==> config.mk <==
export PLATFORM = sky130hd
export DESIGN_NAME = btn_conditioner
export DESIGN_NICKNAME = d
export VERILOG_FILES = /design/src/rtl/btn_conditioner.sv
export SDC_FILE = /design/constraint.sdc
export NUM_CORES = 1
export LEC_CHECK = 0
export ABC_AREA = 1
export BUFFER_PORTS_ARGS = -buffer_cell sky130_fd_sc_hd__buf_2
export CORE_UTILIZATION = 40
export CTS_CLUSTER_SIZE = 14
export DETAILED_ROUTE_END_ITERATION = 8
export PLACE_DENSITY = 0.58
export SYNTH_ARGS = -nofsm -noshare
export SYNTH_HDL_FRONTEND = slang
export SYNTH_SLANG_ARGS = --single-unit
==> constraint.sdc <==
create_clock -name clk -period 1.76 [get_ports clk]
set_input_delay 0.528 -clock clk [delete_from_list [all_inputs] [get_ports clk]]
set_output_delay 0.528 -clock clk [all_outputs]
set_load 0.05 [all_outputs]
==> src/rtl/btn_conditioner.sv <==
`default_nettype none
// =============================================================================
// btn_conditioner : sync + debounce + press/auto-repeat latch for one button.
// Optional auto-repeat (DELAY/REPEAT FSM, ticks, mag) built with BTN_AUTOREPEAT_EN.
// Revision: 1.0
// =============================================================================
module btn_conditioner #(
  parameter int DEB_CNT  = 400000,
  parameter int HOLD_DLY = 16000000,
  parameter int REP_PER  = 2000000,
  parameter int MAG_STEP = 8,
  parameter int CNTW     = 25
) (
  input  logic       clk,
  input  logic       rst,
  input  logic       in,
  input  logic       mode,
  input  logic       clr,
  output logic       held,
  output logic       out,
  output logic       once,
  output logic [1:0] mag
);

  localparam logic [CNTW-1:0] DEB_LAST = CNTW'(DEB_CNT - 1);
  localparam logic [CNTW-1:0] CNT_ONE  = CNTW'(1);

  logic            sync1;
  logic            sync2;
  logic            held_q;
  logic [CNTW-1:0] deb_cnt;
  logic            rise;
  logic            tick;

  assign rise = held & ~held_q;

  always_ff @(posedge clk) begin
    if (rst) begin
      sync1   <= 1'b0;
      sync2   <= 1'b0;
      held    <= 1'b0;
      held_q  <= 1'b0;
      deb_cnt <= '0;
    end else begin
      sync1  <= in;
      sync2  <= sync1;
      held_q <= held;
      // Any cycle agreeing with the accepted level restarts the stability count.
      if (sync2 != held) begin
        if (deb_cnt == DEB_LAST) begin
          held    <= sync2;
          deb_cnt <= '0;
        end else begin
          deb_cnt <= deb_cnt + CNT_ONE;
        end
      end else begin
        deb_cnt <= '0;
      end
    end
  end

  always_ff @(posedge clk) begin
    if (rst) begin
      once <= 1'b0;
      out  <= 1'b0;
    end else begin
      if (rise)     once <= 1'b1;
      else if (clr) once <= 1'b0;

      // Level mode keeps a held button asserted across consumer acknowledges.
      if (!mode) begin
        if (held)     out <= 1'b1;
        else if (clr) out <= 1'b0;
      end else begin
        if (rise || tick) out <= 1'b1;
        else if (clr)     out <= 1'b0;
      end
    end
  end

`ifdef BTN_AUTOREPEAT_EN
  typedef enum logic [1:0] {
    IDLE   = 2'd0,
    DELAY  = 2'd1,
    REPEAT = 2'd2
  } state_t;

  localparam logic [CNTW-1:0] HOLD_LAST = CNTW'(HOLD_DLY - 1);
  localparam logic [CNTW-1:0] REP_LAST  = CNTW'(REP_PER - 1);
  localparam int              RCW       = $clog2(MAG_STEP + 1);
  localparam logic [RCW-1:0]  MAG_LAST  = RCW'(MAG_STEP - 1);
  localparam logic [RCW-1:0]  RC_ONE    = RCW'(1);

  state_t          state;
  logic [CNTW-1:0] tmr;
  logic [RCW-1:0]  rep_cnt;
  logic [1:0]      mag_r;
  logic            fall;

  assign fall = ~held & held_q;
  // A release always wins over a tick falling due in the same cycle.
  assign tick = ~fall && (((state == DELAY)  && (tmr == HOLD_LAST)) ||
                          ((state == REPEAT) && (tmr == REP_LAST)));

  always_ff @(posedge clk) begin
    if (rst) begin
      state   <= IDLE;
      tmr     <= '0;
      rep_cnt <= '0;
      mag_r   <= 2'd0;
    end else begin
      case (state)
        IDLE: begin
          if (rise) begin
            state <= DELAY;
            tmr   <= '0;
          end
        end
        DELAY: begin
          if (fall) begin
            state <= IDLE;
          end else if (tmr == HOLD_LAST) begin
            state <= REPEAT;
            tmr   <= '0;
          end else begin
            tmr <= tmr + CNT_ONE;
          end
        end
        REPEAT: begin
          if (fall)                 state <= IDLE;
          else if (tmr == REP_LAST) tmr   <= '0;
          else                      tmr   <= tmr + CNT_ONE;
        end
        default: state <= IDLE;
      endcase

      if (fall || state == IDLE) begin
        rep_cnt <= '0;
        mag_r   <= 2'd0;
      end else if (tick) begin
        if (rep_cnt == MAG_LAST) begin
          rep_cnt <= '0;
          if (mag_r != 2'd3) mag_r <= mag_r + 2'd1;
        end else begin
          rep_cnt <= rep_cnt + RC_ONE;
        end
      end
    end
  end

  assign mag = mag_r;
`else
  assign tick = 1'b0;
  assign mag  = 2'd0;
`endif

endmodule
`default_nettype wire

# [After elaboration in Yosys (flattened, before gate mapping)]
# Cells that the tools add are included.
[classes] mux=6 n_reduce_logical=3 n_eq_ne=2 add_sub_neg=1 n_bitwise=3
[op_table] op="adder 25 x 1 -> 25 bit (second input constant)" n=1
[op_table] op="equality test 25 x 19 -> 1 bit (second input constant)" n=1
[op_table] op="2-to-1 mux 1 bit" n=6
[op_table] op="OR reduction 3 bit" n=1
[op_table] op="NOT 1 bit" n=2
[op_table] op="AND reduction 2 bit" n=1
[op_table] op="nonzero test 2 bit" n=1
[op_table] op="AND 1 bit" n=1
[op_table] op="inequality test 1 bit" n=1
[word_totals] register_bits=31 in_bits=5

# [Longest topological paths before layout]
# Gate-level depths: netlist of the first run.
[depth] ltp_word=4 depth_mapped=9

# [Least setup slack after synthesis of the first run]
# No wires, ideal clock.
[synth_path] kind="register to register" from="reg deb_cnt[0]" to="reg deb_cnt[10]" arrival_ns=1.386 synth_period_minus_slack_ns=1.502 path_buffers=1 path_stages_with_launch=10 path_slack_ns=0.258 setup_ns=0.116 path_cell_list="dfxtp_1 -> ha_1 -> inv_1 -> nor2_4 -> nand3_2 -> nor2_4 -> nand2_2 -> nand2_4 -> buf_12 -> nor2_1"
[synth_via] elab_chain_cells=2 elab_cells_between_ends=3
[synth_rtl] item="start: declaration" line="31" rtl="logic [CNTW-1:0] deb_cnt;"
[synth_rtl] item="start signal: assignment" line="54" rtl="deb_cnt <= deb_cnt + CNT_ONE;"
[synth_rtl] item="parallel branches: the longest is 2 deep, another holds adder 25 x 1 -> 25 bit"
# Parallel ways; which one is timed is not known.
# A chain may end at the register's enable or synchronous reset.

# [Final worst setup path of the first run]
[layout_path] from="reg deb_cnt[1]" to="reg deb_cnt[9]"
# The elaborated chain is that of the path after synthesis.

==> results of run 1 <==
-- state kept, by name, indices dropped and copies added, names as in the netlist --
| signal | flops |
|---|---|
| sync1 | 1 |
| held | 1 |
| deb_cnt | 25 |
| out | 1 |
| held_q | 1 |
| once | 1 |
| sync2 | 1 |
-- logic make-up (layout without fill, tap and decap cells) --
| family | count (synthesis) | in the layout | synth area share |
|---|---|---|---|
| flops | 31 | 31 | 0.3804 |
| other cells | 1 | 2 | 0.002298 |
| simple gates | 153 | 153 | 0.4179 |
| buf+inv | 28 | 40 | 0.08359 |
| xor+xnor | 12 | 12 | 0.06442 |
| compound gates | 14 | 14 | 0.04371 |
| fa+ha+maj | 1 | 1 | 0.007667 |
-- how the worst min path moves through the flow --
stage            end  slack, ns
3_5_place_dp   sync2       0.40
4_1_cts        sync2       0.41
6_report       sync2       0.41
2_1_floorplan  sync2       0.39
5_1_grt        sync2       0.43
3_3_place_gp   sync2       0.39
-- power breakdown --
| group | switching (W) | internal, W | total [W] |
|---|---|---|---|
| logic | 0.0000220 | 0.00000734 | 0.0000294 |
| registers | 0.00000122 | 0.000704 | 0.000705 |
| clock network | 0.000266 | 0.000357 | 0.000623 |
| total | 0.000290 | 0.00107 | 0.00136 |
-- worst max-delay path: cells and delay by family (launching register included) --
kind,cells,cell delay [ns]
and+or+nand+nor,6,0.74
DFF,1,0.36
buffers and inverters,1,0.10
adders and majority gates,1,0.27
-- area by class of cell --
class | instances | area, um2
tap | 48 | 60.06
sequential | 31 | 620.6
timing repair buffer | 8 | 42.54
inverter | 24 | 90.09
multi-input combinational | 182 | 887.1
clock buffer | 8 | 100.1
fill | 415 | 1998
-- Yosys cell counts --
cell type	number	area [um2]
xnor2_1	7	61.31
conb_1	1	3.750
a31oi_1	1	6.260
buf_6	1	11.26
or2_2	3	18.77
dfxtp_1	31	620.6
nand3_1	14	70.07
o21ai_0	2	10.01
nand2_2	2	12.51
xor2_1	5	43.79
nand3_2	2	20.02
buf_4	2	15.01
and2_1	1	6.260
nand2_4	1	11.26
nor2_4	3	33.78
buf_12	1	20.02
or2_0	2	12.51
nor2_2	11	68.82
ha_1	1	12.51
inv_1	24	90.09
nor2_1	49	183.9
nand2_1	65	244.0
a21oi_1	11	55.05
-- metal layers --
| layer | up-vias | routed length (um) | GRT usage |
|---|---|---|---|
| li1 | 752 | - | - |
| met1 | 610 | 1711 | 0.2431 |
| met2 | 30 | 1367 | 0.2538 |
| met3 | 5 | 120 | 0.04138 |
| met4 | 0 | 49 | 0.08967 |
| met5 | - | 0 | 0 |
-- through the flow --
| stage | cells | setup WS [ns] |
|---|---|---|
| 2_1_floorplan | 241 | 0.2583 |
| 3_3_place_gp | 293 | 0.1684 |
| 3_5_place_dp | 293 | 0.09866 |
| 4_1_cts | 301 | 0.08354 |
| 5_1_grt | 301 | 0.05652 |
| 6_report | 301 | 0.1790 |
-- timing repair --
action,in CTS,in global routing
endpoints found under the setup margin,0,13
setup buffers,0,0
hold buffers,0,0
gates resized for setup,0,1
==> results.sh, run 1 <==
export IMPL_rows=22
export IMPL_rsz0062_at_grt="false"
export IMPL_core_um2=3799
export IMPL_globalRouteTotalUtil=0.1767
export IMPL_crit_chain="ha_1 > inv_1 > nor2_4 > nand3_2 > nor2_4 > nand2_2 > nand2_8 > nor2_1"
export IMPL_clock_sinks=31
export IMPL_drt_iter0_markers=106
export IMPL_critPathMaxStageDelay_ns=0.36
export IMPL_synth_cell_type_count=23
export IMPL_status="finished, final reports clean"
export IMPL_numCtsBuffers=5
export IMPL_cp_required_ns=1.93
export IMPL_ant_nets=0
export IMPL_hold_start="sync1"
export IMPL_setup_tns_ns=0
export IMPL_dp_hpwl_um=2362
export IMPL_path_clk_slew_ns=0.06
export IMPL_period_share=0.8983
export IMPL_grt_max_degree=26
export IMPL_r2r_cells=8
export IMPL_fin_util=0.4740
export IMPL_rr_startpoint="deb_cnt[1]"
export IMPL_worstSetupStartpointType="flop"
export IMPL_via_count=1397
export IMPL_layout_common_cells="nand2_1 (65), nor2_1 (49), dfxtp_1 (31)"
export IMPL_ys_seq_elements=31
export IMPL_slowest_stage="dfxtp_1"
export IMPL_cts_tree="built"
export IMPL_avgViaCountPerCell=4.641
export IMPL_syn_inst=240
export IMPL_start_util=0.4295
export IMPL_final_layout_size_suffix_gt1_frac=0.1462
export IMPL_final_common_cell="nand2_1"
export IMPL_r2r_end="deb_cnt[9]"
export IMPL_p_total_w=0.001358
export IMPL_yosysWarnings=0
export IMPL_r2r_slack_ns=0.18
export IMPL_synth_area_um2=1632
export IMPL_peakVddDrop_uv=420.9
export IMPL_holdWs_ns=0.4074
export IMPL_fin_area_um2=1800
export IMPL_clk_insertion_delay_late_ns=0.28
export IMPL_grt_pass1_wl_um=5733
export IMPL_cts_root_buf="clkbuf_8"
export IMPL_htree_levels=2
export IMPL_cts_buffer_depth=2
export IMPL_io_buffers=7
export IMPL_dpl_cell_area_um2=1692
export IMPL_endpoint="deb_cnt[9]"
export IMPL_postSynthAreaPerCell_um2=6.798
export IMPL_crit_start="deb_cnt[1]"
export IMPL_nNetsFinal=258
export IMPL_critPathArrivalTime_ns=1.75
export IMPL_drt_pass1_iterations=5
export IMPL_timing_fmax_mhz=632.5
export IMPL_grt_pass1_vias=1259
export IMPL_antenna_cells=0
export IMPL_area_growth_pct=10.35
export IMPL_period_needed_ns=1.581
export IMPL_wl_per_cell_um=10.79
export IMPL_antenna_found_initial=0
export IMPL_power_density_nw_per_um2=754.1
export IMPL_gp_congestion=0.8393
export IMPL_cp_end_kind="flop"
export IMPL_die_width_um=65.87
export IMPL_die_y_um=65.87
export IMPL_crit_type="reg2reg"
export IMPL_drv_cap=0
export IMPL_dieArea_um2=4338
export IMPL_holdPathStages=2
export IMPL_design_portCount=10
export IMPL_hold_viol_final=0
export IMPL_hold_path_class="reg2reg"
export IMPL_slew_violations=0
export IMPL_drt_total_wl_um=3249
export IMPL_setup_viol=0
export IMPL_ys_seq_area_frac=0.3804
export IMPL_total_leakage_power_nw=0.5721
export IMPL_cpMostUsedCell="nor2_4"
export IMPL_crit_fanout=25
export IMPL_drc=0
export IMPL_finalClockSkew_ns=0.002040
export IMPL_globalRouteOverflowTotal=0
(Power assumes the default switching activity.)
==> run 2: changes to the inputs <==
--- a/config.mk
+++ b/config.mk
@@ -7,10 +7,11 @@
 export LEC_CHECK = 0
 export ABC_AREA = 1
 export BUFFER_PORTS_ARGS = -buffer_cell sky130_fd_sc_hd__buf_2
-export CORE_UTILIZATION = 40
+export CORE_UTILIZATION = 50
 export CTS_CLUSTER_SIZE = 14
 export DETAILED_ROUTE_END_ITERATION = 8
-export PLACE_DENSITY = 0.58
+export PLACE_DENSITY = 0.7
+export RECOVER_POWER = 25
 export SYNTH_ARGS = -nofsm -noshare
 export SYNTH_HDL_FRONTEND = slang
 export SYNTH_SLANG_ARGS = --single-unit
==> results.sh, run 2 (synthesis gave the netlist of run 1 again) <==
export IMPL_core_um2=3078
export IMPL_hold_path_end="sync1"
export IMPL_start_util=0.5301
export IMPL_io_buffers=7
export IMPL_final_layout_size_suffix_gt1_frac=0.1462
export IMPL_critPathBufInv=1
export IMPL_cp_required_ns=1.99
export IMPL_ant_nets=0
export IMPL_numCtsBuffers=5
export IMPL_htree_levels=2
export IMPL_holdPathStages=3
export IMPL_clk_insertion_delay_late_ns=0.34
export IMPL_rr_startpoint="deb_cnt[1]"
export IMPL_hold_viol_final=0
export IMPL_worst_path_dominant_cell_family="simple AND/OR/NAND/NOR gates"
export IMPL_die_y_um=59.13
export IMPL_avgViaCountPerCell=4.761
export IMPL_drt_total_wl_um=3007
export IMPL_drt_pass1_iterations=4
export IMPL_slew_violations=0
export IMPL_timing_fmax_mhz=640.7
export IMPL_die_width_um=59.13
export IMPL_period_share=0.8868
export IMPL_cts_buffer_depth=2
export IMPL_crit_type="reg2reg"
export IMPL_setup_viol=0
export IMPL_r2r_cells=8
export IMPL_holdWs_ns=0.4018
export IMPL_worstSetupStartpointType="flop"
export IMPL_grt_pass1_vias=1201
export IMPL_slowest_stage="dfxtp_1"
export IMPL_path_clk_slew_ns=0.09
export IMPL_critPathMaxStageDelay_ns=0.38
export IMPL_via_count=1414
export IMPL_wl_per_cell_um=10.12
export IMPL_hold_start="in"
export IMPL_antenna_cells=0
export IMPL_layout_common_cells="nand2_1 (65), nor2_1 (49), dfxtp_1 (31)"
export IMPL_cts_root_buf="clkbuf_4"
export IMPL_fin_area_um2=1747
export IMPL_globalRouteTotalUtil=0.2065
export IMPL_grt_max_degree=26
export IMPL_cpMostUsedCell="nor2_4"
export IMPL_power_density_nw_per_um2=648.9
export IMPL_cts_tree="built"
export IMPL_dp_hpwl_um=2262
export IMPL_rows=20
export IMPL_globalRouteOverflowTotal=0
export IMPL_drc=0
export IMPL_nNetsFinal=258
export IMPL_antenna_found_initial=0
export IMPL_total_leakage_power_nw=0.5507
export IMPL_fill_cells=306
export IMPL_finalClockSkew_ns=0.01058
export IMPL_p_total_w=0.001133
export IMPL_period_needed_ns=1.561
export IMPL_r2r_slack_ns=0.20
export IMPL_crit_fanout=25
export IMPL_design_portCount=10
export IMPL_hold_path_class="in2reg"
export IMPL_top_register="deb_cnt"
export IMPL_rsz0062_at_grt="false"
export IMPL_r2r_end="deb_cnt[9]"
export IMPL_drv_cap=0
export IMPL_crit_chain="ha_1 > inv_1 > nor2_4 > nand3_2 > nor2_4 > nand2_2 > nand2_8 > nor2_1"
export IMPL_area_growth_pct=7.055
export IMPL_cp_end_kind="flop"
export IMPL_dpl_cell_area_um2=1687
export IMPL_setup_tns_ns=0
export IMPL_largest_reg_flops=25
export IMPL_drt_iter0_markers=123
export IMPL_critPathArrivalTime_ns=1.79
export IMPL_peakVddDrop_uv=451.7
export IMPL_clock_sinks=31
export IMPL_gp_congestion=0.8528
export IMPL_dieArea_um2=3496
export IMPL_status="finished, final reports clean"
export IMPL_final_common_cell="nand2_1"
export IMPL_grt_pass1_wl_um=5244
## run 2: cell count changes in the layout (fill, tap and decap cells not counted), sizes merged
cell    before  now
buf          8    5
clkinv       0    3
## run 2: through the flow
step           setup slack, ns  std cells  utilization
6_report                0.1992        297       0.5675
5_1_grt                0.03891        297       0.5675
4_1_cts                 0.1098        297       0.5650
3_5_place_dp            0.1202        289       0.5480
3_3_place_gp            0.1695        289       0.5480
2_1_floorplan           0.2583        241            -
## run 2: final cells by class
| class | count | area, um2 | share of cell area |
|---|---|---|---|
| multi-input cells | 182 | 887.1 | 0.5079 |
| flip-flops and latches | 31 | 620.6 | 0.3553 |
| inverters | 24 | 90.09 | 0.05158 |
| well taps | 44 | 55.05 | 0.03152 |
| repair buffers | 8 | 41.29 | 0.02364 |
| clock buffers | 5 | 37.54 | 0.02149 |
| clock inverters | 3 | 15.01 | 0.008596 |
## run 2: repair_timing
action | CTS | global route
setup endpoints to repair | 0 | 21
hold buffers | 0 | 0
gates resized for setup | 0 | 1
buffers inserted | 0 | 0
## run 2: how the worst max path moves through the flow
stage,startpoint,to,slack (ns),depth (start not counted)
finish,deb_cnt[1],deb_cnt[9],0.20,8
global route,deb_cnt[1],deb_cnt[11],0.04,8
CTS,deb_cnt[1],deb_cnt[9],0.11,8
detailed placement,deb_cnt[1],deb_cnt[24],0.12,8
global placement,deb_cnt[1],deb_cnt[14],0.17,8
floorplan,deb_cnt[0],deb_cnt[10],0.26,9
## run 2: worst min-delay path: stages
cell	delay, ns
buf_2	0.10
inv_1	0.04
nor2_1	0.03
## run 2: per-layer routing
layer	part of all wire	track usage	routed length (um)	vias to the layer above
met4	0.026	0.1224	77	0
met1	0.51	0.2826	1525	634
met2	0.43	0.2955	1284	20
met3	0.040	0.04585	120	9
li1	-	-	-	751
met5	0	0	0	-
## run 2: power breakdown
group          switching [W]  internal, W  total [W]
Combinational      0.0000218   0.00000700  0.0000288
Sequential        0.00000136     0.000704   0.000705
Clock               0.000251     0.000148   0.000400
Total               0.000274     0.000859    0.00113
==> run 3: changes to the inputs <==
==> constraint.sdc (replaced) <==
create_clock -name clk -period 1.76 [get_ports clk]
set_input_delay 0.088 -clock clk [delete_from_list [all_inputs] [get_ports clk]]
set_output_delay 0.088 -clock clk [all_outputs]
set_load 0.05 [all_outputs]
==> results.sh, run 3 (synthesis gave the netlist of run 1 again) <==
export IMPL_cts_setup_buffers=0
export IMPL_setup_viol=0
export IMPL_rsz0062_at_grt="false"
export IMPL_internal_power_w=0.0009493
export IMPL_finalClockSkew_ns=0.007124
export IMPL_tightest_slew_ns=0.5928
export IMPL_power_switching_share=0.2165
export IMPL_hold_viol_final=0
export IMPL_die_y_um=59.13
export IMPL_globalRouteOverflowTotal=0
export IMPL_period_needed_ns=1.616
export IMPL_power_density_nw_per_um2=680.0
export IMPL_drt_pass1_iterations=4
export IMPL_drt_iter0_markers=59
export IMPL_antenna_cells=0
export IMPL_multi_input_area_um2=878.3
export IMPL_slew_headroom=0.6065
export IMPL_area_growth_pct=9.203
export IMPL_hold_path_class="in2reg"
export IMPL_period_share=0.9182
export IMPL_worst_path_dominant_cell_family="simple AND/OR/NAND/NOR gates"
export IMPL_critPathBufInv=1
export IMPL_cts_root_buf="clkbuf_4"
export IMPL_drv_cap=0
export IMPL_start_util=0.5301
export IMPL_p_sw_w=0.0002623
export IMPL_hold_start="clr"
export IMPL_fill_cells=321
export IMPL_nNetsFinal=261
export IMPL_total_leakage_power_nw=0.5596
export IMPL_clock_power_share=0.391
export IMPL_gp_congestion=0.8588
export IMPL_timing_fmax_mhz=618.8
export IMPL_cp_required_ns=1.97
export IMPL_cp_end_kind="flop"
export IMPL_globalRouteTotalUtil=0.2073
export IMPL_numCtsBuffers=5
export IMPL_grt_pass1_vias=1348
export IMPL_layout_common_cells="nand2_1 (65), nor2_1 (49), dfxtp_1 (31)"
export IMPL_critPathMaxStageDelay_ns=0.37
export IMPL_crit_start="deb_cnt[1]"
export IMPL_rr_startpoint="deb_cnt[1]"
export IMPL_final_common_cell="nand2_1"
export IMPL_status="finished, final reports clean"
export IMPL_core_um2=3078
export IMPL_grt_pass1_wl_um=5451
export IMPL_cts_tree="built"
export IMPL_drt_total_wl_um=3045
export IMPL_htree_levels=2
export IMPL_register_area_um2=620.6
export IMPL_die_width_um=59.13
export IMPL_slew_violations=0
export IMPL_cts_buffer_depth=2
export IMPL_dp_hpwl_um=2313
export IMPL_setup_tns_ns=0
export IMPL_path_clk_slew_ns=0.09
export IMPL_drc=0
export IMPL_cts_hold_buf=3
export IMPL_peakVddDrop_uv=499.2
export IMPL_pre_cts_ws_ns=0.1427
export IMPL_worstSetupStartpointType="flop"
export IMPL_io_buffers=7
export IMPL_dieArea_um2=3496
export IMPL_clk_insertion_delay_late_ns=0.33
export IMPL_cpMostUsedCell="nor2_4"
export IMPL_ant_nets=0
export IMPL_design_portCount=10
export IMPL_slowest_stage="dfxtp_1"
export IMPL_rows=20
export IMPL_holdWs_ns=0.02472
export IMPL_wl_per_cell_um=10.15
export IMPL_final_layout_size_suffix_gt1_frac=0.1328
export IMPL_via_count=1394
export IMPL_p_seq_frac=0.582
export IMPL_avgViaCountPerCell=4.647
export IMPL_setup_slack_ns=0.1439
export IMPL_ctsResizeCount=0
export IMPL_crit_type="reg2reg"
export IMPL_crit_fanout=25
export IMPL_top_register="deb_cnt"
export IMPL_crit_chain="ha_1 > inv_1 > nor2_4 > nand3_2 > nor2_4 > nand2_2 > nand2_4 > nor2_1"
export IMPL_p_comb_frac=0.027
export IMPL_critPathArrivalTime_ns=1.83
export IMPL_grt_max_degree=26
export IMPL_largest_reg_flops=25
export IMPL_antenna_found_initial=0
export IMPL_clock_sinks=31
==> run 3: path summary, 6_finish.rpt <==
path                                    end  slack (ns)  cells past startpoint
worst max-delay path            deb_cnt[16]        0.14                      8
worst min-delay path                   once        0.02                      4
worst max register to register  deb_cnt[16]        0.14                      8
worst min register to register        sync2        0.42                      2
==> run 3: power groups by stage <==
stage | sequential (W) | combinational [W] | clock (W)
finish | 0.000705 | 0.0000331 | 0.000474
global route | 0.000706 | 0.0000360 | 0.000522
CTS | 0.000705 | 0.0000337 | 0.000492
detailed placement | 0.000721 | 0.0000287 | 0
global placement | 0.000721 | 0.0000284 | 0
floorplan | 0.000722 | 0.0000265 | 0
==> run 3: layout make-up <==
class                           instances  area share
Timing Repair Buffer                   11     0.03862
Sequential cell                        31      0.3483
Tap cell                               44     0.03090
Inverter                               24     0.05056
Multi-Input combinational cell        182      0.4930
Clock buffer                            8     0.03862
==> run 3: metal layers <==
metal / part of all wire / track usage / vias up / routed length, um
met2: 0.44 / 0.3393 / 22 / 1337
met1: 0.50 / 0.2568 / 608 / 1526
met3: 0.037 / 0.04803 / 10 / 114
li1: - / - / 754 / -
met5: 0 / 0 / - / 0
met4: 0.022 / 0.09864 / 0 / 66
==> run 3: worst register-to-register path: stages (launching register included) <==
cell     delay, ns
dfxtp_1       0.37
ha_1          0.26
inv_1         0.09
nor2_4        0.13
nand3_2       0.09
nor2_4        0.13
nand2_2       0.07
nand2_4       0.26
nor2_1        0.09
==> run 3: through the flow <==
step	cells	total power (W)	util	cell area, um2
after floorplan	241	0.0007481	-	1635
final	300	0.001212	0.5789	1782
after global placement	289	0.0007496	0.5480	1687
after detailed placement	289	0.0007500	0.5480	1687
after global routing	300	0.001263	0.5789	1782
after CTS	300	0.001231	0.5801	1785
